`src/rtl/csi_rx_packet_handler.sv`:
```
// CSI-2 RX packet handler: parses packet headers, tracks frame/line state and strips payload.
// Optional macro CSI_RX_ECC_CHECK_EN enables checking of the 6-bit header ECC.
module csi_rx_packet_handler #(
  parameter int unsigned NUM_LANE = 2,
  parameter logic [1:0]  VC_SEL   = 2'd0,
  parameter logic [15:0] MAX_WC   = 16'd8192
) (
  input  logic                  byte_clock,
  input  logic                  reset,
  input  logic                  enable,
  input  logic [NUM_LANE*8-1:0] data_in,
  input  logic                  data_valid_in,
  output logic                  wait_for_sync,
  output logic                  packet_done,
  output logic [NUM_LANE*8-1:0] payload_out,
  output logic [NUM_LANE-1:0]   payload_be,
  output logic                  payload_valid,
  output logic [5:0]            data_type,
  output logic                  in_frame,
  output logic                  in_line,
  output logic                  hdr_err
);
  localparam int unsigned W         = NUM_LANE * 8;
  localparam int unsigned HDR_WORDS = 4 / NUM_LANE;
  localparam int unsigned LOG_NL    = $clog2(NUM_LANE);
  localparam logic [1:0]  HDR_LAST  = 2'(HDR_WORDS - 1);

  localparam logic [1:0] IDLE    = 2'd0;
  localparam logic [1:0] HDR     = 2'd1;
  localparam logic [1:0] PAYLOAD = 2'd2;
  localparam logic [1:0] DONE    = 2'd3;

  logic [1:0]    state_q, state_d, hdr_next_state;
  logic          valid_q;
  logic [31:0]   hdr_q, hdr_d;
  logic [1:0]    hdr_idx_q, cur_idx;
  logic [15:0]   wc_q, byte_cnt_q, words_left_q;
  logic          vc_ok_q;
  logic [W-1:0]  payload_q;
  logic [NUM_LANE-1:0] be_q, lane_be;
  logic [5:0]    data_type_q;
  logic          in_frame_q, in_line_q, hdr_err_q;

  logic          rise, hdr_accept, hdr_last, hdr_decode;
  logic [1:0]    vc;
  logic [5:0]    dt;
  logic [15:0]   wc;
  logic          is_short, wc_too_big, ecc_bad;
  logic [16:0]   wc_words, byte_cnt_sum;

  assign rise       = data_valid_in && !valid_q;
  assign cur_idx    = (state_q == IDLE) ? 2'd0 : hdr_idx_q;
  assign hdr_accept = ((state_q == IDLE) && rise) || ((state_q == HDR) && data_valid_in);
  assign hdr_last   = (cur_idx == HDR_LAST);
  assign hdr_decode = hdr_accept && hdr_last;

  // Current word merged into the partially collected header.
  always_comb begin
    hdr_d = hdr_q;
    hdr_d[cur_idx*W +: W] = data_in;
  end

  assign vc         = hdr_d[7:6];
  assign dt         = hdr_d[5:0];
  assign wc         = hdr_d[23:8];
  assign is_short   = (dt < 6'h10);
  assign wc_too_big = !is_short && (wc > MAX_WC);
  // Payload plus two CRC bytes, rounded up to whole words.
  assign wc_words   = ({1'b0, wc} + 17'd2 + 17'(NUM_LANE - 1)) >> LOG_NL;

`ifdef CSI_RX_ECC_CHECK_EN
  function automatic logic [5:0] calc_ecc(input logic [23:0] d);
    calc_ecc[0] = ^(d & 24'hF12CB7);
    calc_ecc[1] = ^(d & 24'hF2555B);
    calc_ecc[2] = ^(d & 24'h749A6D);
    calc_ecc[3] = ^(d & 24'hB8E38E);
    calc_ecc[4] = ^(d & 24'hDF03F0);
    calc_ecc[5] = ^(d & 24'hEFFC00);
  endfunction
  assign ecc_bad = (calc_ecc(hdr_d[23:0]) != hdr_d[29:24]);
`else
  assign ecc_bad = 1'b0;
`endif

  always_comb begin
    lane_be = '0;
    for (int i = 0; i < NUM_LANE; i++) begin
      lane_be[i] = vc_ok_q && (({1'b0, byte_cnt_q} + 17'(i)) < {1'b0, wc_q});
    end
  end

  assign byte_cnt_sum = {1'b0, byte_cnt_q} + 17'(NUM_LANE);

  always_comb begin
    hdr_next_state = (ecc_bad || is_short || wc_too_big) ? DONE : PAYLOAD;
    state_d = state_q;
    case (state_q)
      IDLE:    if (rise) state_d = hdr_last ? hdr_next_state : HDR;
      HDR: begin
        if (!data_valid_in) state_d = DONE;
        else if (hdr_last)  state_d = hdr_next_state;
      end
      PAYLOAD: if (!data_valid_in || (words_left_q <= 16'd1)) state_d = DONE;
      default: state_d = IDLE;
    endcase
  end

  always_ff @(posedge byte_clock) begin
    if (reset || !enable) begin
      state_q      <= IDLE;
      valid_q      <= 1'b0;
      hdr_q        <= '0;
      hdr_idx_q    <= '0;
      wc_q         <= '0;
      byte_cnt_q   <= '0;
      words_left_q <= '0;
      vc_ok_q      <= 1'b0;
      payload_q    <= '0;
      be_q         <= '0;
      data_type_q  <= '0;
      in_frame_q   <= 1'b0;
      in_line_q    <= 1'b0;
      hdr_err_q    <= 1'b0;
    end else begin
      state_q   <= state_d;
      valid_q   <= data_valid_in;
      hdr_err_q <= 1'b0;
      payload_q <= '0;
      be_q      <= '0;
      if (hdr_accept) begin
        hdr_q     <= hdr_d;
        hdr_idx_q <= cur_idx + 2'd1;
        if (cur_idx == 2'd0) data_type_q <= data_in[5:0];
      end
      if (hdr_decode) begin
        wc_q         <= wc;
        vc_ok_q      <= (vc == VC_SEL);
        byte_cnt_q   <= '0;
        words_left_q <= wc_words[15:0];
        if (ecc_bad || wc_too_big) begin
          hdr_err_q <= 1'b1;
        end else if (is_short && (vc == VC_SEL)) begin
          case (dt)
            6'h00: in_frame_q <= 1'b1;
            6'h01: begin
              in_frame_q <= 1'b0;
              in_line_q  <= 1'b0;
            end
            6'h02: in_line_q <= 1'b1;
            6'h03: in_line_q <= 1'b0;
            default: ;
          endcase
        end
      end
      if ((state_q == PAYLOAD) && data_valid_in) begin
        payload_q    <= data_in;
        be_q         <= lane_be;
        byte_cnt_q   <= byte_cnt_sum[16] ? 16'hFFFF : byte_cnt_sum[15:0];
        words_left_q <= (words_left_q == 16'd0) ? 16'd0 : words_left_q - 16'd1;
      end
    end
  end

  // Outputs are forced idle combinationally while disabled.
  assign wait_for_sync = !enable || (state_q == IDLE);
  assign packet_done   = enable && (state_q == DONE);
  assign payload_out   = enable ? payload_q : '0;
  assign payload_be    = enable ? be_q : '0;
  assign payload_valid = enable && (|be_q);
  assign data_type     = enable ? data_type_q : 6'd0;
  assign in_frame      = enable && in_frame_q;
  assign in_line       = enable && in_line_q;
  assign hdr_err       = enable && hdr_err_q;

endmodule

```
`config.mk`:
```
export PLATFORM = sky130hd
export DESIGN_NAME = csi_rx_packet_handler
export DESIGN_NICKNAME = d
export VERILOG_FILES = /design/src/rtl/csi_rx_packet_handler.sv
export SDC_FILE = /design/constraint.sdc
export NUM_CORES = 1
export LEC_CHECK = 0
export CAP_MARGIN = 30
export CORE_ASPECT_RATIO = 1.75
export CORE_MARGIN = 10
export CORE_UTILIZATION = 60
export DETAILED_ROUTE_END_ITERATION = 10
export DONT_BUFFER_PORTS = 1
export GPL_ROUTABILITY_DRIVEN = 1
export PLACE_DENSITY = 0.87
export SYNTH_ARGS = -nofsm -noshare
export SYNTH_HDL_FRONTEND = slang
export SYNTH_SLANG_ARGS = --single-unit
```
`constraint.sdc`:
```
create_clock -name byte_clock -period 5.22 [get_ports byte_clock]
set_input_delay 0.783 -clock byte_clock [delete_from_list [all_inputs] [get_ports byte_clock]]
set_output_delay 0.783 -clock byte_clock [all_outputs]
set_load 0.02 [all_outputs]
```
* After elaboration in Yosys (flattened, before gate mapping) *
Cells that the tools add are included.

word-level totals
  output and inout port bits = 30
  flip-flop bits (word level) = 113

operators by class
  $add $sub $neg = 7
  reductions and logical operators = 39
  multiplexer cells = 21
  $lt $le $gt $ge = 5
  shifts and indexed selects = 2
  bitwise gates (word level) = 3
  equal/unequal tests = 10

operators by type and width
  operator                                                          count
  2-to-1 mux 16 bit                                                 7
  adder 16 x 2 -> 17 bit (second input constant)                    2
  negator 6 -> 34 bit                                               1
  variable shift 16 x 34 -> 32 bit (first input constant)           1
  variable part select 16 x 34 -> 32 bit                            1
  bitwise mux 32 bit                                                1
  adder 16 x 1 -> 17 bit (second input constant)                    1
  adder 17 x 1 -> 17 bit (second input constant)                    1
  < comparator 17 x 16 -> 1 bit                                     1
  > comparator 16 x 14 -> 1 bit (second input constant)             1
  less-or-equal comparator 16 x 1 -> 1 bit (second input constant)  1
  zero test 16 bit                                                  1
  < comparator 16 bit                                               1
  subtractor 16 x 1 -> 16 bit (second input constant)               1
  logical AND 1 bit                                                 14
  2-to-1 mux 2 bit                                                  7
  equality test 6 x 2 -> 1 bit (second input constant)              2
  AND reduction 4 bit                                               2
  OR reduction 2 bit                                                4
  equality test 6 x 1 -> 1 bit (second input constant)              1
  zero test 2 bit                                                   3
  zero test 6 bit                                                   1
  < comparator 6 x 5 -> 1 bit (second input constant)               1
  2-to-1 mux 6 bit                                                  1
  other kinds (14)                                                  30

* Depth between registers and ports, before layout *
Gate-level depths: netlist of run 1.

  word-level depth = 13
  mapped depth = 16

* Worst setup path after synthesis of run 1 *
No wires, ideal clock.

  path type = flip-flop to flip-flop
  start point = reg state_q[0]
  end point = reg words_left_q[11]
  setup slack = 2.021 ns
  clock period less this slack = 3.199 ns
  cell stages (with the launch flop) = 17
  path buffers = 3
  data arrival time = 3.066 ns
  library setup time = 0.133 ns
  cells stage by stage = dfxtp_1 inv_1 ha_1 nor2b_2 inv_2 ha_1 buf_2 nand2b_1 nor3_1 buf_2 a22oi_1 ha_1 or2_1 buf_2 nor4_4 a2111o_1 o211ai_1

between the ends
  longest elaborated chain between the ends = 9
  elaborated cells between the ends (all ways) = 19
  those cells by class = add/sub: 3; eq/ne: 3; shift: 2; mux: 4; reduce/logical: 7

ends and longest elaborated chain
  item                                                                                        line    text
  from (decl)                                                                                 33      logic [1:0] state_q, state_d, hdr_next_state;
  from (signal assigned)                                                                      125     state_q <= state_d;
  zero test 2 bit                                                                             52, 53
  2-to-1 mux 2 bit                                                                            52      assign cur_idx = (state_q == IDLE) ? 2'd0 : hdr_idx_q;
  negator 6 -> 34 bit                                                                         60      hdr_d[cur_idx*W +: W] = data_in;
  variable part select 16 x 34 -> 32 bit or variable shift 16 x 34 -> 32 bit (tied branches)  60
  bitwise mux 32 bit                                                                          60
  adder 16 x 2 -> 17 bit                                                                      69      assign wc_words = ({1'b0, wc} + 17'd2 + 17'(NUM_LANE - 1)) >> LOG_NL;
  adder 17 x 1 -> 17 bit                                                                      69
  2-to-1 mux 16 bit                                                                           135     if (hdr_decode) begin
  2-to-1 mux 16 bit                                                                           155     if ((state_q == PAYLOAD) && data_valid_in) begin
  to (signal assigned)                                                                        139     words_left_q <= wc_words[15:0];
  to (signal assigned)                                                                        159     words_left_q <= (words_left_q == 16'd0) ? 16'd0 : words_left_q - 16'd1;
  to (decl)                                                                                   37      logic [15:0] wc_q, byte_cnt_q, words_left_q;

Parallel ways exist; a longest one is shown, timed or not. The select of a mux whose other input is x is not followed.
A chain may end at the register's enable or synchronous reset.

* Final worst setup path of run 1 *
Same ends and word-level chain as after synthesis.

==> results of run 1 <==
[routing by layer]
metal / global-route usage (%) / vias to the layer above
li1: - / 2772
met1: 22.2 / 2716
met2: 44.6 / 223
met3: 3.59 / 65
met4: 14.0 / 0
met5: 0 / -
[layout make-up]
class / instances / area, um2 / share of cell area [%]
tap: 127 / 159 / 2.40
inverter: 27 / 101 / 1.53
sequential: 105 / 2100 / 31.7
clock buffer: 9 / 225 / 3.39
clock inverter: 7 / 82.6 / 1.24
multi-input combinational: 597 / 3910 / 59.0
timing repair buffer: 7 / 52.6 / 0.792
[worst min path at each step]
stage,slack [ns],to
finish,0.49,data_type_q[0]
global route,0.53,wc_q[8]
CTS,0.50,data_type_q[0]
detailed placement,0.48,data_type_q[0]
global placement,0.47,data_type_q[5]
floorplan,0.45,data_type_q[0]
[stage by stage]
step                std cells  setup WS [ns]
floorplan                 774           2.02
global placement          863           1.78
detailed placement        863           1.64
CTS                       879           1.61
global route              879           1.21
finish                    879           1.51
[cells in the mapped netlist (3+ instances only)]
cell	instances
mux2i_1	9
nand2_1	47
and3_1	23
nor4_1	6
nand2b_1	10
buf_1	3
nand4_1	7
xnor2_1	13
o31ai_1	7
nor2b_1	10
a21oi_1	44
nand3_1	23
a31oi_1	13
a32oi_1	3
and2_1	32
o22ai_1	7
o211ai_1	13
a211oi_1	36
inv_1	25
a22oi_1	21
dfxtp_1	105
buf_2	9
nor4_4	3
and4_1	4
xor2_1	6
nor2_1	94
or3_1	5
o21ai_0	38
nor3_1	23
nand3b_1	5
clkbuf_1	32
ha_1	44
a21boi_0	4
a21o_1	8
o21a_1	4
[tightest hold or removal path, stage by stage, from the launching register on]
cell and delay [ns]:
dfxtp_1 0.33, mux2i_1 0.07, nor2_1 0.07
[flip-flops by register name (all words and copies together), names as in the netlist]
| register | flops |
|---|---|
| be_q | 2 |
| byte_cnt_q | 16 |
| data_type_q | 6 |
| hdr_err_q | 1 |
| hdr_idx_q | 2 |
| hdr_q | 24 |
| in_frame_q | 1 |
| in_line_q | 1 |
| payload_q | 16 |
| state_q | 2 |
| valid_q | 1 |
| vc_ok_q | 1 |
| wc_q | 16 |
| words_left_q | 16 |
[power by group through the flow]
| stage | clock network [uW] | logic [uW] | registers (uW) |
|---|---|---|---|
| finish | 703 | 143 | 822 |
| global route | 741 | 157 | 824 |
| CTS | 702 | 141 | 822 |
| detailed placement | 0 | 140 | 841 |
| global placement | 0 | 137 | 840 |
| floorplan | 0 | 110 | 838 |
[kinds of logic (layout without fill, tap and decap cells)]
kind of cell / after synthesis / in the layout / synth area share [%]
buf+inv: 72 / 50 / 4.60
simple gates: 305 / 305 / 25.4
fa+ha+maj: 44 / 44 / 8.76
mux: 9 / 9 / 1.43
flops: 105 / 105 / 33.4
compound gates: 220 / 220 / 23.7
xor+xnor: 19 / 19 / 2.65
==> out/summary.md, run 1 <==
The run finished with clean final reports. The DRC violations left came out at 0. After filler insertion, the fill cell instance count of the layout stands at 827. The routed design could run at a clock period as short as 3.71 ns. The destination of the critical timing path was words_left_q[11]. The fraction of synthesis flops using an asynchronous set or reset pin is 0%, and the worst-case clock buffer depth is 2. Total count of max-transition violations in the final report: 0. By instance count, the cell type seen most on the critical path is ha_1. The number of standard cells after synthesis was 774. The number of synthesized flops with an enable pin is 0.

The worst setup path is captured at a flip-flop. The tools report the aggregate global routing overflow as 0. The tools report the minimum setup slack among reg-to-reg paths as 1.51 ns. The run gives 9 as the clock buffer count from CTS.

Summed over all instances, the cell type with the most area after synthesis is dfxtp_1. The count of clock tree sinks is 105, and the buffering stage count on the worst path with inverters included is 4. The routed length per instance was 20.6 um. After the last flow step, the layout net total stands at 811. Power spread over the standard cell area amounts to 252 nW/um2. The first TritonRoute pass finished after 5 iterations. Routability congestion estimate from global placement: 1.00. The worst reg2reg path depth is 14, and the share of post-route cells with drive strength above 1 is 5.45%. The fraction of power spent switching nets is 25.7%. The max-capacitance violation count was 0.

The maximum ir drop on the vdd rail came out at 0.248 mV. The flop and latch count out of synthesis was 105. Measured along the x axis, the die boundary spans 97.4 um.

For this configuration, the core starts out at a cell density of 61.4%. Input and output buffers added on the ports amount to 0. The aggregate negative setup slack is 0 ns, and the clock transition at the registers of the reported paths is 0.07 ns.

Summing over every cut layer, the via total after detailed routing is 5776. Sequential cells account for 49.3% of the total power. Entering global routing, the biggest net connects 83 pins.

TritonCTS built the clock tree. The count of warnings emitted by yosys is 0, and the share of the cycle needed by the critical path after routing is 71.1%. The terminus of the critical flop-to-flop path is words_left_q[11]. In this run the cell area measured after placement is 6330 um2.

The analysis attributes to cell leakage a power of 0.00258 uW. The die covers 15100 um2. The worst pin sits at a relative slew slack of 39.8%. Summed over all layers, the routed wires come to 18100 um. Traced cell by cell, the critical path runs through inv_1, ha_1, nor2b_2, inv_2, ha_1, inv_2, nor3_1, buf_4, a22oi_1, ha_1, or2_1, nor4_4, a2111o_1, o211ai_1. The global router's overall resource usage is 23.2%, and the I/O pin total is 50. The y dimension of the die came out at 155 um.

The worst register-to-register path begins at state_q[0]. For the detailed-routed wire length on met2, the log shows 9990 um. Counting instances, the worst hold path has a depth of 2.

The run gives 0.00889 ns as the clock skew. The number of stages on the worst setup path is 14. The logs give 0 for the antenna diode count and 0 for the number of buffers added for setup after CTS. The library cells used most frequently in the layout, excluding fill and tap cells, are dfxtp_1, nor2_1, nand2_1, ha_1, a21oi_1. In this run, the number of DRC markers left after iteration 0 of detailed routing was 576.

The cell with the largest stage delay on the worst path is ha_1. The kind of launch point of the worst setup path was a flip-flop. The most used flip-flop cell after synthesis is dfxtp_1. Data arrives at the worst endpoint at 3.91 ns. Highest fanout seen on the critical path: 16. Highest metal layer used by the detailed router: met4. The proportion of netlist area held by the largest area contributor works out to 33.4%.

Per report_power, the combinational group accounts for 8.6% of the total. After detailed routing, the number of vias per cell comes to 6.57. The kind of critical path was reg2reg.

The core region area is 10200 um2, and the slew of the pin with the lowest slew margin is 0.898 ns. Grouping stages by cell kind, the critical path spends the most delay in adder cells. STA puts the critical path data required time at 5.42 ns.

Number of global-route vias before repair: 5751. Maximum clock rate: 269 MHz. The total design power was 1670 uW; the count of distinct cell types in the synthesized netlist was 66.

The worst min-delay path category was reg2reg. Count of H-tree levels built during CTS: 3. The routed wire length on met3 was 922 um. For this run, the register share of the synthesized area comes to 33.4%. By area the synthesized netlist is led by dfxtp_1, ha_1, nor2_1. In the final routing, the length of wire on met1 measures 6340 um. The logs give 6630 um2 for the cell area after layout and 6290 um2 for the synthesized area.

For this design the total switching power over the nets is 430 uW. The initialized floorplan defines 49 standard-cell rows. Tracing the worst setup path back leads to its startpoint at state_q[0].

Each instance of the synthesized netlist takes up on average 8.12 um2. For the clock latency reported for the late side of the worst-skew pair, the log shows 0.35 ns. The relative contribution of the clock network to total power is 42.1%, and the fraction of the core area covered by cells at the end of the flow is 64.8%. After clock tree synthesis, the repair step resized 0 gates.

Delay of the slowest critical-path stage: 0.52 ns. The net count after synthesis came out at 838. Count of endpoints failing hold in the final timing report: 0. Once detail routing completed, the nets flagged for antenna violations numbered 0.

The internal power component came out at 1240 uW. Once detailed placement completed, the half-perimeter wirelength came to 13800 um. The first global-routing pass estimated 29100 um of wire. Buffers inserted to repair hold after CTS numbered 0. The initial antenna violation count was 0.

The area growth from synthesis to layout is 5.53%. The worst hold path startpoint is data_type_q[0]. The library cell used most frequently in the layout, excluding fill and tap cells, is dfxtp_1. On the final layout, the worst hold slack is 0.494 ns. Setup repair after global routing left no endpoint under its margin.

The tree is rooted in a clkbuf_16. Setup violations remaining at the end of the flow were counted as 0.
Power figures use the tool's default switching activity.
==> run 2: changes to the inputs <==
==> constraint.sdc (replaced) <==
create_clock -name byte_clock -period 3.5 [get_ports byte_clock]
set_input_delay 0.525 -clock byte_clock [delete_from_list [all_inputs] [get_ports byte_clock]]
set_output_delay 0.525 -clock byte_clock [all_outputs]
set_load 0.02 [all_outputs]
==> out/summary.md, run 2 (synthesized netlist as in run 1, its figures left out) <==
The count of endpoints failing hold in the final timing report is 0 (unchanged), and the I/O pin total is 50 (unchanged). For the row count, the log shows 49 (unchanged). The run gives 2450 uW (+47%) as the total design power.

Setup violation total in the final timing report: 0 (unchanged). The maximum clock rate is 305 MHz (+13%), and the routed length per instance is 20.9 um (+1.4%). The number of input and output port buffers inserted came out at 0 (unchanged). Clock period minus worst slack: 3.28 ns (-0.432 ns). Die outline width: 97.4 um (unchanged).

The worst-case clock buffer depth is 2 (unchanged). The logs give 663 uW (+54%) for the reported net switching power and 61.4% (unchanged) for the effective utilization at floorplan. For the overall die area, the log shows 15100 um2 (unchanged). Setup repair after global routing left no endpoint under its margin.

The busiest layer in global routing was met2. The fraction of power spent switching nets works out to 27.1% (+1.3 points). The top cell types in the final layout, fill and taps aside, are dfxtp_1, nor2_1, nand2_1, a21oi_1, ha_1. The internal power component is 1790 uW (+44%), and the aggregate global routing overflow is 0 (unchanged). The DRC violations left was 0 (unchanged).

The tools report the final worst setup slack as 0.221 ns (-1.29 ns). The tools report the placed cell count as 877 (+1.6%). The tools report the maximum ir drop on the vdd rail as 0.340 mV (+37%).

The library cell used most frequently in the layout, excluding fill and tap cells, is dfxtp_1. The synthesis-to-finish area growth is 7.68%, and the met2 track utilization from global routing is 44.8% (+0.19 points). The power density over the cells came out at 362 nW/um2 (+44%).

The tools report the worst slack after detailed placement as -0.00632 ns (-1.64 ns). The share of the cycle needed by the critical path after routing is 93.7% (+23 points), and the clock transition at the registers of the reported paths is 0.08 ns (about the same). The headroom to the max-slew limit is 54.6% (+15 points), and the share of post-route cells with drive strength above 1 is 7.69% (+2.2 points). The average vias per placed instance is 6.66 (+1.3%), and the relative contribution of the clock network to total power is 40.7% (-1.4 points). The aggregate negative setup slack is 0 ns (unchanged). The highest fanout seen on the critical path is 7 (-9). The pin count of the biggest net entering global routing was 63 (-24%); the clock buffer count from CTS was 9 (unchanged). The routability congestion estimate from global placement is 0.951 (-5.1%). The final layout net count was 826 (+1.8%). The post-detailed-routing wire length was 18700 um (+3.2%). Kind of capture point of the worst setup path: a flip-flop. The core region area came out at 10200 um2 (unchanged).

The share of power burned in registers came out at 50.0% (+0.7 points). TritonCTS built the clock tree. The y dimension of the die came out at 155 um (unchanged). The tools report the global router's overall resource usage as 23.6% (+0.41 points). Iteration-0 DRC count of the detailed router: 540 (-6.3%). The tightest min-delay check is of the in2reg type. Number of global-route vias before repair: 5879 (+2.2%). The count of H-tree levels built during CTS came out at 3 (unchanged).

More flip-flops sit in one register than any other, and that register is hdr_q. The flow ran to the end, and the final reports show no timing, DRC or antenna violations. The total number of vias came out at 5950 (+3.0%). The max-capacitance violation count is 0 (unchanged), and the antenna diode count is 0 (unchanged). The clock skew was 0.00922 ns (+0.000323 ns); the clock latency reported for the late side of the worst-skew pair was 0.35 ns (about the same). For the total count of max-transition violations in the final report, the log shows 0 (unchanged). The critical path is of the reg2reg type. The routing usage on met1 is 21.7% (-0.49 points). The data required time of the worst path is 3.72 ns (-1.70 ns). The iteration count of the initial detailed-routing pass was 5 (unchanged); the static leakage was 0.00267 uW (+3.5%). The root buffer selected by CTS is clkbuf_16. The count of clock tree sinks is 105 (unchanged). The run gives 894 (+1.7%) as the final standard cell count with taps included and fillers excluded.

The tools report the initial antenna violation count as 0 (unchanged). STA classifies the critical path startpoint as a flip-flop. The tools report the global routing met3 resource utilization as 4.08% (+0.49 points).

The data arrival time of the critical path is 3.50 ns (-0.41 ns). The power share of the combinational group was 9.2% (+0.6 points). The number of flip-flops in the largest register was 24 (unchanged); the wire length of the first global-routing pass was 29600 um (+1.7%).

The logs give 14100 um (+2.2%) for the estimated wirelength of the detail-placed design and 0 (unchanged) for the final antenna-violating net count. The minimum setup slack among reg-to-reg paths is 0.22 ns (-1.29 ns), and the slew of the pin with the lowest slew margin is 0.681 ns (-0.216 ns).
==> run 2: cell count changes in the layout (fill, tap and decap cells not counted), moves of 2 or more <==
cell and change:
buf_4 +15, nor4_4 +2, inv_8 +3, inv_6 -3
==> run 2: final timing paths <==
path / startpoint / endpoint / cells past startpoint
hold reg to reg: in_frame_q / in_frame_q / 2
hold / removal: data_in[11] / payload_q[11] / 1
setup reg to reg: state_q[0] / words_left_q[11] / 14
setup / recovery: state_q[0] / words_left_q[11] / 14
==> run 2: per-stage QoR <==
stage / hold slack (ns) / cell area, um2 / utilization [%]
floorplan: 0.455 / 6290 / -
global placement: 0.470 / 6430 / 62.8
detailed placement: 0.488 / 6430 / 62.8
CTS: 0.311 / 6740 / 65.9
global route: 0.313 / 6770 / 66.1
finish: 0.310 / 6770 / 66.1
==> run 2: worst max-delay path: stages (launching register included) <==
cell and delay [ns]:
dfxtp_1 0.38, inv_1 0.09, ha_2 0.26, nor2b_4 0.20, inv_2 0.10, ha_1 0.30
nand2b_1 0.18, nor3_2 0.20, a22oi_1 0.15, ha_1 0.28, or2_1 0.37, nor4_4 0.24
buf_4 0.18, a2111o_1 0.13, o211ai_1 0.09
==> run 2: timing repair <==
item | in CTS | in global routing
gates resized for setup | 2 | 4
hold buffers | 0 | 0
endpoints found under the setup margin | 2 | 7
pin swaps | 1 | 0
buffers inserted | 1 | 0
==> run 2: area by class of cell <==
| cell class | instances | area (um2) |
|---|---|---|
| clock buffers | 9 | 225 |
| well taps | 127 | 159 |
| inverters | 27 | 101 |
| multi-input cells | 597 | 3950 |
| flip-flops and latches | 105 | 2100 |
| fillers | 833 | 3470 |
| repair buffers | 22 | 165 |
| clock inverters | 7 | 68.8 |
==> run 2: power by group through the flow <==
stage,combinational [uW],clock (uW),sequential (uW)
final,226,999,1230
after global placement,209,0,1250
after detailed placement,216,0,1250
after floorplan,164,0,1250
after CTS,218,1000,1230
after global routing,244,1050,1230
==> run 2: metal layers <==
metal,routed length (um),share of wire [%]
met1,6340,34
met2,10000,54
met3,1010,5.4
met4,1320,7.1
met5,0,0
